[config.mk]
export PLATFORM = sky130hd
export DESIGN_NAME = ifu
export DESIGN_NICKNAME = d
export VERILOG_FILES = /design/src/rtl/ifu.sv
export SDC_FILE = /design/constraint.sdc
export NUM_CORES = 1
export LEC_CHECK = 0
export CAP_MARGIN = 15
export CORE_ASPECT_RATIO = 0.9
export CORE_MARGIN = 2
export CORE_UTILIZATION = 40
export DETAILED_ROUTE_END_ITERATION = 16
export GPL_TIMING_DRIVEN = 0
export PLACE_DENSITY = 0.82
export SETUP_SLACK_MARGIN = 0.5
export SYNTH_ARGS = -nofsm -noshare
export SYNTH_HDL_FRONTEND = slang
export SYNTH_SLANG_ARGS = --single-unit
export TNS_END_PERCENT = 30
[constraint.sdc]
create_clock -name clk -period 2.1 [get_ports clk]
set_input_delay 0.21 -clock clk [delete_from_list [all_inputs] [get_ports clk]]
set_output_delay 0.21 -clock clk [all_outputs]
set_load 0.05 [all_outputs]
[src/rtl/ifu.sv]
// ifu: RV32E multi-cycle instruction fetch unit.
// Owns the PC, fetches one word at a time and hands it to decode over valid/ready.
module ifu #(
    parameter logic [31:0] RESET_PC = 32'h8000_0000
) (
    input  logic        clk,
    input  logic        rst,
    output logic        imem_req_valid,
    output logic [31:0] imem_req_addr,
    input  logic        imem_req_ready,
    input  logic        imem_rsp_valid,
    input  logic [31:0] imem_rsp_data,
    input  logic        imem_rsp_err,
    output logic        inst_valid,
    input  logic        inst_ready,
    output logic [31:0] inst,
    output logic [31:0] pc,
    output logic        inst_fault,
    input  logic        redirect_valid,
    input  logic [31:0] redirect_pc
);
    // state | meaning
    // REQ   | fetch request presented on imem
    // WAIT  | exactly one request outstanding
    // HOLD  | instruction held for decode

    typedef enum logic [1:0] {REQ, WAIT, HOLD} state_t;

    state_t      state, state_nxt;
    logic [31:0] pc_nxt, inst_nxt, target;
    logic        fault_nxt, kill, kill_nxt, req_fire;

    assign target         = {redirect_pc[31:2], 2'b00};
    assign imem_req_valid = (state == REQ) && !rst;
    assign imem_req_addr  = pc;
    assign inst_valid     = (state == HOLD);
    assign req_fire       = imem_req_valid && imem_req_ready;

    always_ff @(posedge clk or posedge rst) begin
        if (rst) begin
            state      <= REQ;
            pc         <= RESET_PC;
            inst       <= '0;
            inst_fault <= 1'b0;
            kill       <= 1'b0;
        end else begin
            state      <= state_nxt;
            pc         <= pc_nxt;
            inst       <= inst_nxt;
            inst_fault <= fault_nxt;
            kill       <= kill_nxt;
        end
    end

    always_comb begin
        state_nxt = state;
        pc_nxt    = pc;
        inst_nxt  = inst;
        fault_nxt = inst_fault;
        kill_nxt  = kill;
        case (state)
            REQ: begin
                if (req_fire) state_nxt = WAIT;
                // a request accepted alongside a redirect fetches the stale PC; drop its response
                if (redirect_valid) begin
                    pc_nxt   = target;
                    kill_nxt = req_fire;
                end
            end
            WAIT: begin
                if (redirect_valid) begin
                    pc_nxt = target;
                    if (imem_rsp_valid) begin
                        state_nxt = REQ;
                        kill_nxt  = 1'b0;
                    end else begin
                        kill_nxt = 1'b1;
                    end
                end else if (imem_rsp_valid) begin
                    if (kill) begin
                        kill_nxt  = 1'b0;
                        state_nxt = REQ;
                    end else begin
                        inst_nxt  = imem_rsp_err ? 32'h0 : imem_rsp_data;
                        fault_nxt = imem_rsp_err;
                        state_nxt = HOLD;
                    end
                end
            end
            HOLD: begin
                if (redirect_valid) begin
                    pc_nxt    = target;
                    state_nxt = REQ;
                end else if (inst_ready) begin
                    pc_nxt    = pc + 32'd4;
                    state_nxt = REQ;
                end
            end
            default: state_nxt = REQ;
        endcase
    end
endmodule

Word level (Yosys, flattened, before mapping)
Index checks and enable logic that the tools add are counted.
{"block": "totals", "reg_bits": 68, "inputBits": 71, "output_inout_bits": 99, "word_cells": 45}
{"block": "classes", "n_addsub": 1, "n_eq_ne": 8, "muxes": 18, "n_bitwise": 2, "n_reduce_logical": 11}
{"operator": "32-bit 2-to-1 mux", "count": 4}
{"operator": "32-bit one-hot mux with 2 select lines", "count": 1}
{"operator": "32-bit by 3-bit adder with 32-bit output (second input constant)", "count": 1}
{"operator": "2-bit 2-to-1 mux", "count": 7}
{"operator": "3-bit AND reduction", "count": 3}
{"operator": "2-bit inequality test (second input constant)", "count": 3}
{"operator": "2-bit one-hot mux with 3 select lines", "count": 1}
{"operator": "1-bit 2-to-1 mux", "count": 4}
{"operator": "4-bit AND reduction", "count": 1}
{"operator": "2-bit nonzero test", "count": 2}
{"operator": "3-bit by 1-bit inequality test with 1-bit output (second input constant)", "count": 1}
{"operator": "3-bit inequality test (second input constant)", "count": 1}
{"operator": "2-bit by 1-bit equality test with 1-bit output (second input constant)", "count": 1}
{"operator": "2-bit equality test (second input constant)", "count": 1}
{"operator": "1-bit logical AND", "count": 2}
{"operator": "2-bit logical NOT", "count": 1}
{"operator": "2-bit by 1-bit inequality test with 1-bit output (second input constant)", "count": 1}
{"operator": "1-bit NOT", "count": 2}
{"operator": "1-bit one-hot mux with 2 select lines", "count": 1}
{"operator": "2-bit OR reduction", "count": 1}
{"operator": "1-bit logical NOT", "count": 1}

Longest topological paths before layout
{"block": "logic_depth", "ltp_word": 5, "depth_mapped": 8, "ltp_nobuf": 5}

Worst setup path before layout
OpenSTA, ideal clock, no wires.
{"block": "synth_timing", "kind": "reg2reg", "start": "register pc[8] (netlist: imem_req_addr[8])", "end": "register pc[25] (netlist: imem_req_addr[25])", "setup_time_ns": 0.132, "t_arrival_ns": 2.187, "t_required_ns": 1.968, "slack_ns": -0.218, "stages_incl_launch_ff": 6, "path_buffers": 1, "synth_period_minus_slack_ns": 2.318, "cell_sequence": "dfrtp_1 -> nand4_2 -> or4_1 -> buf_2 -> o311ai_2 -> or3b_1"}
{"block": "synth_between", "elab_chain_cells": 4}
{"element": "start: declaration", "line": "17", "text": "output logic [31:0] pc,"}
{"element": "start signal: assignment", "line": "48", "text": "pc <= pc_nxt;"}
{"element": "32-bit by 3-bit adder with 32-bit output", "line": "95", "text": "pc_nxt = pc + 32'd4;"}
{"element": "32-bit 2-to-1 mux", "line": "94", "text": "end else if (inst_ready) begin"}
{"element": "32-bit 2-to-1 mux", "line": "91", "text": "if (redirect_valid) begin"}
{"element": "32-bit one-hot mux with 2 select lines", "line": "61", "text": "case (state)"}
Every way passes these cells. The select of a mux whose other input is x is not followed.
A chain may end at the register's enable or synchronous reset.

Final worst setup path
{"block": "layout_timing", "start": "register pc[18] (netlist: imem_req_addr[18])", "end": "register pc[25] (netlist: imem_req_addr[25])"}
The elaborated chain is that of the path after synthesis.

==> impl_results.md <==
* Synthesized area at 3990 um^2
* Cts bufs inserted at 9
* First-pass GRT wire length at approximately 23 mm
* Worst hold path class: in -> async
* Initial Util at 41.2%
* Final WS setup at 0.0918 ns
* Status: finished, final reports clean
* Ranking of synthesized cells by area: dfrtp_1 (41%), o21ai_0 (7.1%), buf_4 (6.6%), nand3b_1 (6.4%), inv_1 (3.2%)
* Initial antenna violation count at 0
* Synth Area in Simple Gates at 24.5%
* ANT cells at 0
* Pre-CTS setup slack at -0.172 ns
* R2R Path Start: imem_req_addr[18]
* Worst-case clock buffer depth at 2
* Net Sw Frac at 46.8%
* Maximum fanout along the worst path at 5
* CTS tree: built
* Chip width at 109 um
* Share of cells above drive strength 1 at ~32%
* Worst Max-Slew Pin Slew at 0.766 ns
* Placed insts at 761
* Synth Area per Inst at 8.52 um^2
* Worst reg2reg path depth at 5
* Post-synth top area share at 40.7%
* Design area at 7220 um^2
* Total Power at 6.57 mW
* Slowest Stage Delay on Critical Path at ~0.56 ns
* Hpwl dp at approximately 9.6 mm
* FF+latch count, synth at 66
* Synth cell types at 56
* Clock Latency Late Sink at 0.34 ns
* Non-Filler Instances at roughly 840
* Post-DR vias/cell at 5.87
* Worst EP required at 2.32 ns
* Core area at 9700 um^2
* Final setup violating endpoints at 0
* Largest net degree at the start of global routing at 43
* Post-layout nets at ~780
* Total track usage at roughly 27%
* Die H at just under 100 um
* Min Tclk post-route at 2.01 ns
* DIE AREA at 10,800 um^2
* Initial drt markers at 439
* Mapped Cells at 469
* Vias at 4,925
* Buf+Inv Stages, Crit Path at 1
* H-tree Lvls at 3
* DRT Wirelength at 16.5 mm
* Max Slew Vio Count at 0
* Total clock sinks at 66
* DR DRC count at 0
* Fillers at 635
* Register area share after synthesis at between 40% and 50%
* Crit path launch type: flip-flop
* Flop pwr share at between 20% and 30%
* Post-synthesis mux area share at 0.783%
* Drt wl/cell at between 15 and 20 um
* Clk_skew at 0.00864 ns
* RSZ-0062 raised after global routing: yes
* Layout Area Growth over Synthesis at 80.7%
* FP Rows at 34
* Final ANT Viol Nets at 0
* RD Place Congestion at 0.920
* Final core utilization at 74.4%
* Placed Area at 5960 um^2
* Yosys Warn Count at 0
* Largest family of logic cells by synthesized area: simple AND/OR/NAND/NOR gates
* Max Clock Freq at ~500 MHz
* Int Power at 3.50 mW
* Compound-Gate Fraction of Synth Area at 19.6%
* Reg2reg setup slack at 0.09 ns
* Primary FF master, synth: dfrtp_1
* Top Family by Delay on Critical Path: simple AND/OR/NAND/NOR gates
* Ports at 170
* # port buffers at 162
* Root buf cell: clkbuf_8
* Grt ovf at 0
* Max Cap Violations at 0
* Worst Path Arrival at 2.23 ns
* Vias in the first global route at 4,629
* Clock power frac at 16.2%
* Drt first pass iters at 5
* Worst relative slew slack at between 40% and 50%
* Area leader, netlist: dfrtp_1
* Fraction of the mapped netlist area in adder cells at 0.313%
* Combinational power share at 54.2%
* Worst vdd ir at 1.07 mV
* Final Hold Viols at 0
* Xor/xnor cell area share of the yosys netlist at 0%
* Critical path type: reg -> reg
* CTS Hold Bufs at 0
* P_leak at 3.21 nW
* Power per cell area at a little over 900 nW/um^2
* Switching power at roughly 3 mW
* Worst setup EP type: flip-flop
* CTS clk-pin slew, worst paths at 0.07 ns
* Critical-path cell list: nand4_1, or4_4, buf_6, o311ai_2, or3b_1
* Asr flop ratio synth at 100%
* Final period util at 95.6%
* Post-synth EDFFs at 0
* Slowest-stage cell, CP: or4_4
* Reg2reg end: imem_req_addr[25]
==> worst max path at each step <==
stage | slack (ns) | cells past startpoint | from | endpoint
global route | 0.1 | 5 | imem_req_addr[18] | imem_req_addr[25]
detailed placement | -0.17 | 6 | redirect_valid | imem_req_addr[27]
CTS | 0.19 | 5 | imem_req_addr[18] | imem_req_addr[25]
finish | 0.09 | 5 | imem_req_addr[18] | imem_req_addr[25]
floorplan | 0.04 | 5 | imem_req_addr[19] | imem_req_addr[25]
global placement | -0.10 | 7 | redirect_valid | imem_req_addr[23]
==> cell usage after synthesis (all sizes together) (3+ instances only) <==
cell,instances
a211o,3
a211oi,3
a21oi,17
a22oi,3
a2bb2oi,6
a31oi,8
and2,6
and3,6
and4,5
buf,43
clkbuf,27
dfrtp,65
inv,34
nand2,31
nand3,21
nand3b,34
nand4,14
nor2,18
nor3,11
nor3b,3
nor4,6
o211ai,4
o21a,3
o21ai,57
o22ai,5
or3b,3
or4,4
==> worst reg2reg max path: stages (launching register included) <==
cell and delay [ns]:
dfrtp_2 0.44, nand4_1 0.16, or4_4 0.56, buf_6 0.15
o311ai_2 0.20, or3b_1 0.38
==> registers in the layout, indices dropped and copies added (netlist names) <==
| signal | count |
|---|---|
| inst | 32 |
| imem_req_addr | 30 |
| state | 2 |
| inst_fault | 1 |
| kill | 1 |
==> per-layer routing <==
layer  part of all wire, %  track usage (%)
met4                   5.5             15.8
met5                     0                0
met1                    34             31.8
met2                    46             43.0
met3                    14             9.92
==> logic make-up (layout without fill, tap and decap cells) <==
family / after synthesis / count (layout)
AND/OR/NAND/NOR: 168 / 168
AO/OA/AOI/OAI: 126 / 126
buffers and inverters: 104 / 345
flip-flops: 66 / 66
multiplexers: 3 / 3
adder cells (fa/ha/maj): 1 / 1
other: 1 / 4
==> layout by cell type (no fill, tap or decap), types with 9 or more instances in the layout <==
master / synthesis / final
clkdlybuf4s50_1: 0 / 117
inv_1: 34 / 33
nand4_1: 13 / 13
a21oi_1: 17 / 11
dlymetal6s2s_1: 0 / 27
dfrtp_2: 0 / 22
clkbuf_1: 27 / 9
o21ai_0: 57 / 49
nand2_1: 31 / 29
dfrtp_1: 65 / 43
buf_6: 0 / 20
clkbuf_8: 0 / 16
buf_4: 35 / 81
nor2_1: 18 / 9
nand3_1: 21 / 18
nand3b_1: 34 / 34
==> timing repair <==
item                                    4_1_cts  5_1_grt
hold endpoints to repair                      0        0
gates cloned                                  4        1
pin swaps                                    12       18
buffers inserted                             47       11
endpoints found under the setup margin      159      154
gates resized for setup                     106      103
==> metrics by stage <==
step / TNS (ns) / hold WS (ns)
3_5_place_dp: -4.01 / 0.498
3_3_place_gp: -1.97 / 0.491
2_1_floorplan: 0 / 0.318
4_1_cts: 0 / 0.347
6_report: 0 / 0.368
5_1_grt: 0 / 0.403
==> power groups by stage <==
stage | registers (mW) | logic, mW | clock network (mW)
2_1_floorplan | 3.12 | 0.918 | 0
3_3_place_gp | 1.94 | 3.23 | 0
3_5_place_dp | 1.96 | 3.28 | 0
4_1_cts | 1.93 | 3.45 | 1.06
5_1_grt | 1.99 | 3.72 | 1.13
6_report | 1.94 | 3.56 | 1.07
==> layout make-up <==
cell class              instances  area [um^2]  area share (%)
multi-input cells             302         2150            29.9
inverters                      34          131            1.82
flip-flops and latches         66         1680            23.3
clock buffers                  12          145            2.01
well taps                     126          158            2.18
repair buffers                226         2280            31.6
plain buffers                  70          623            8.64
clock inverters                 3         40.0           0.555
Power figures use the tool's default switching activity.
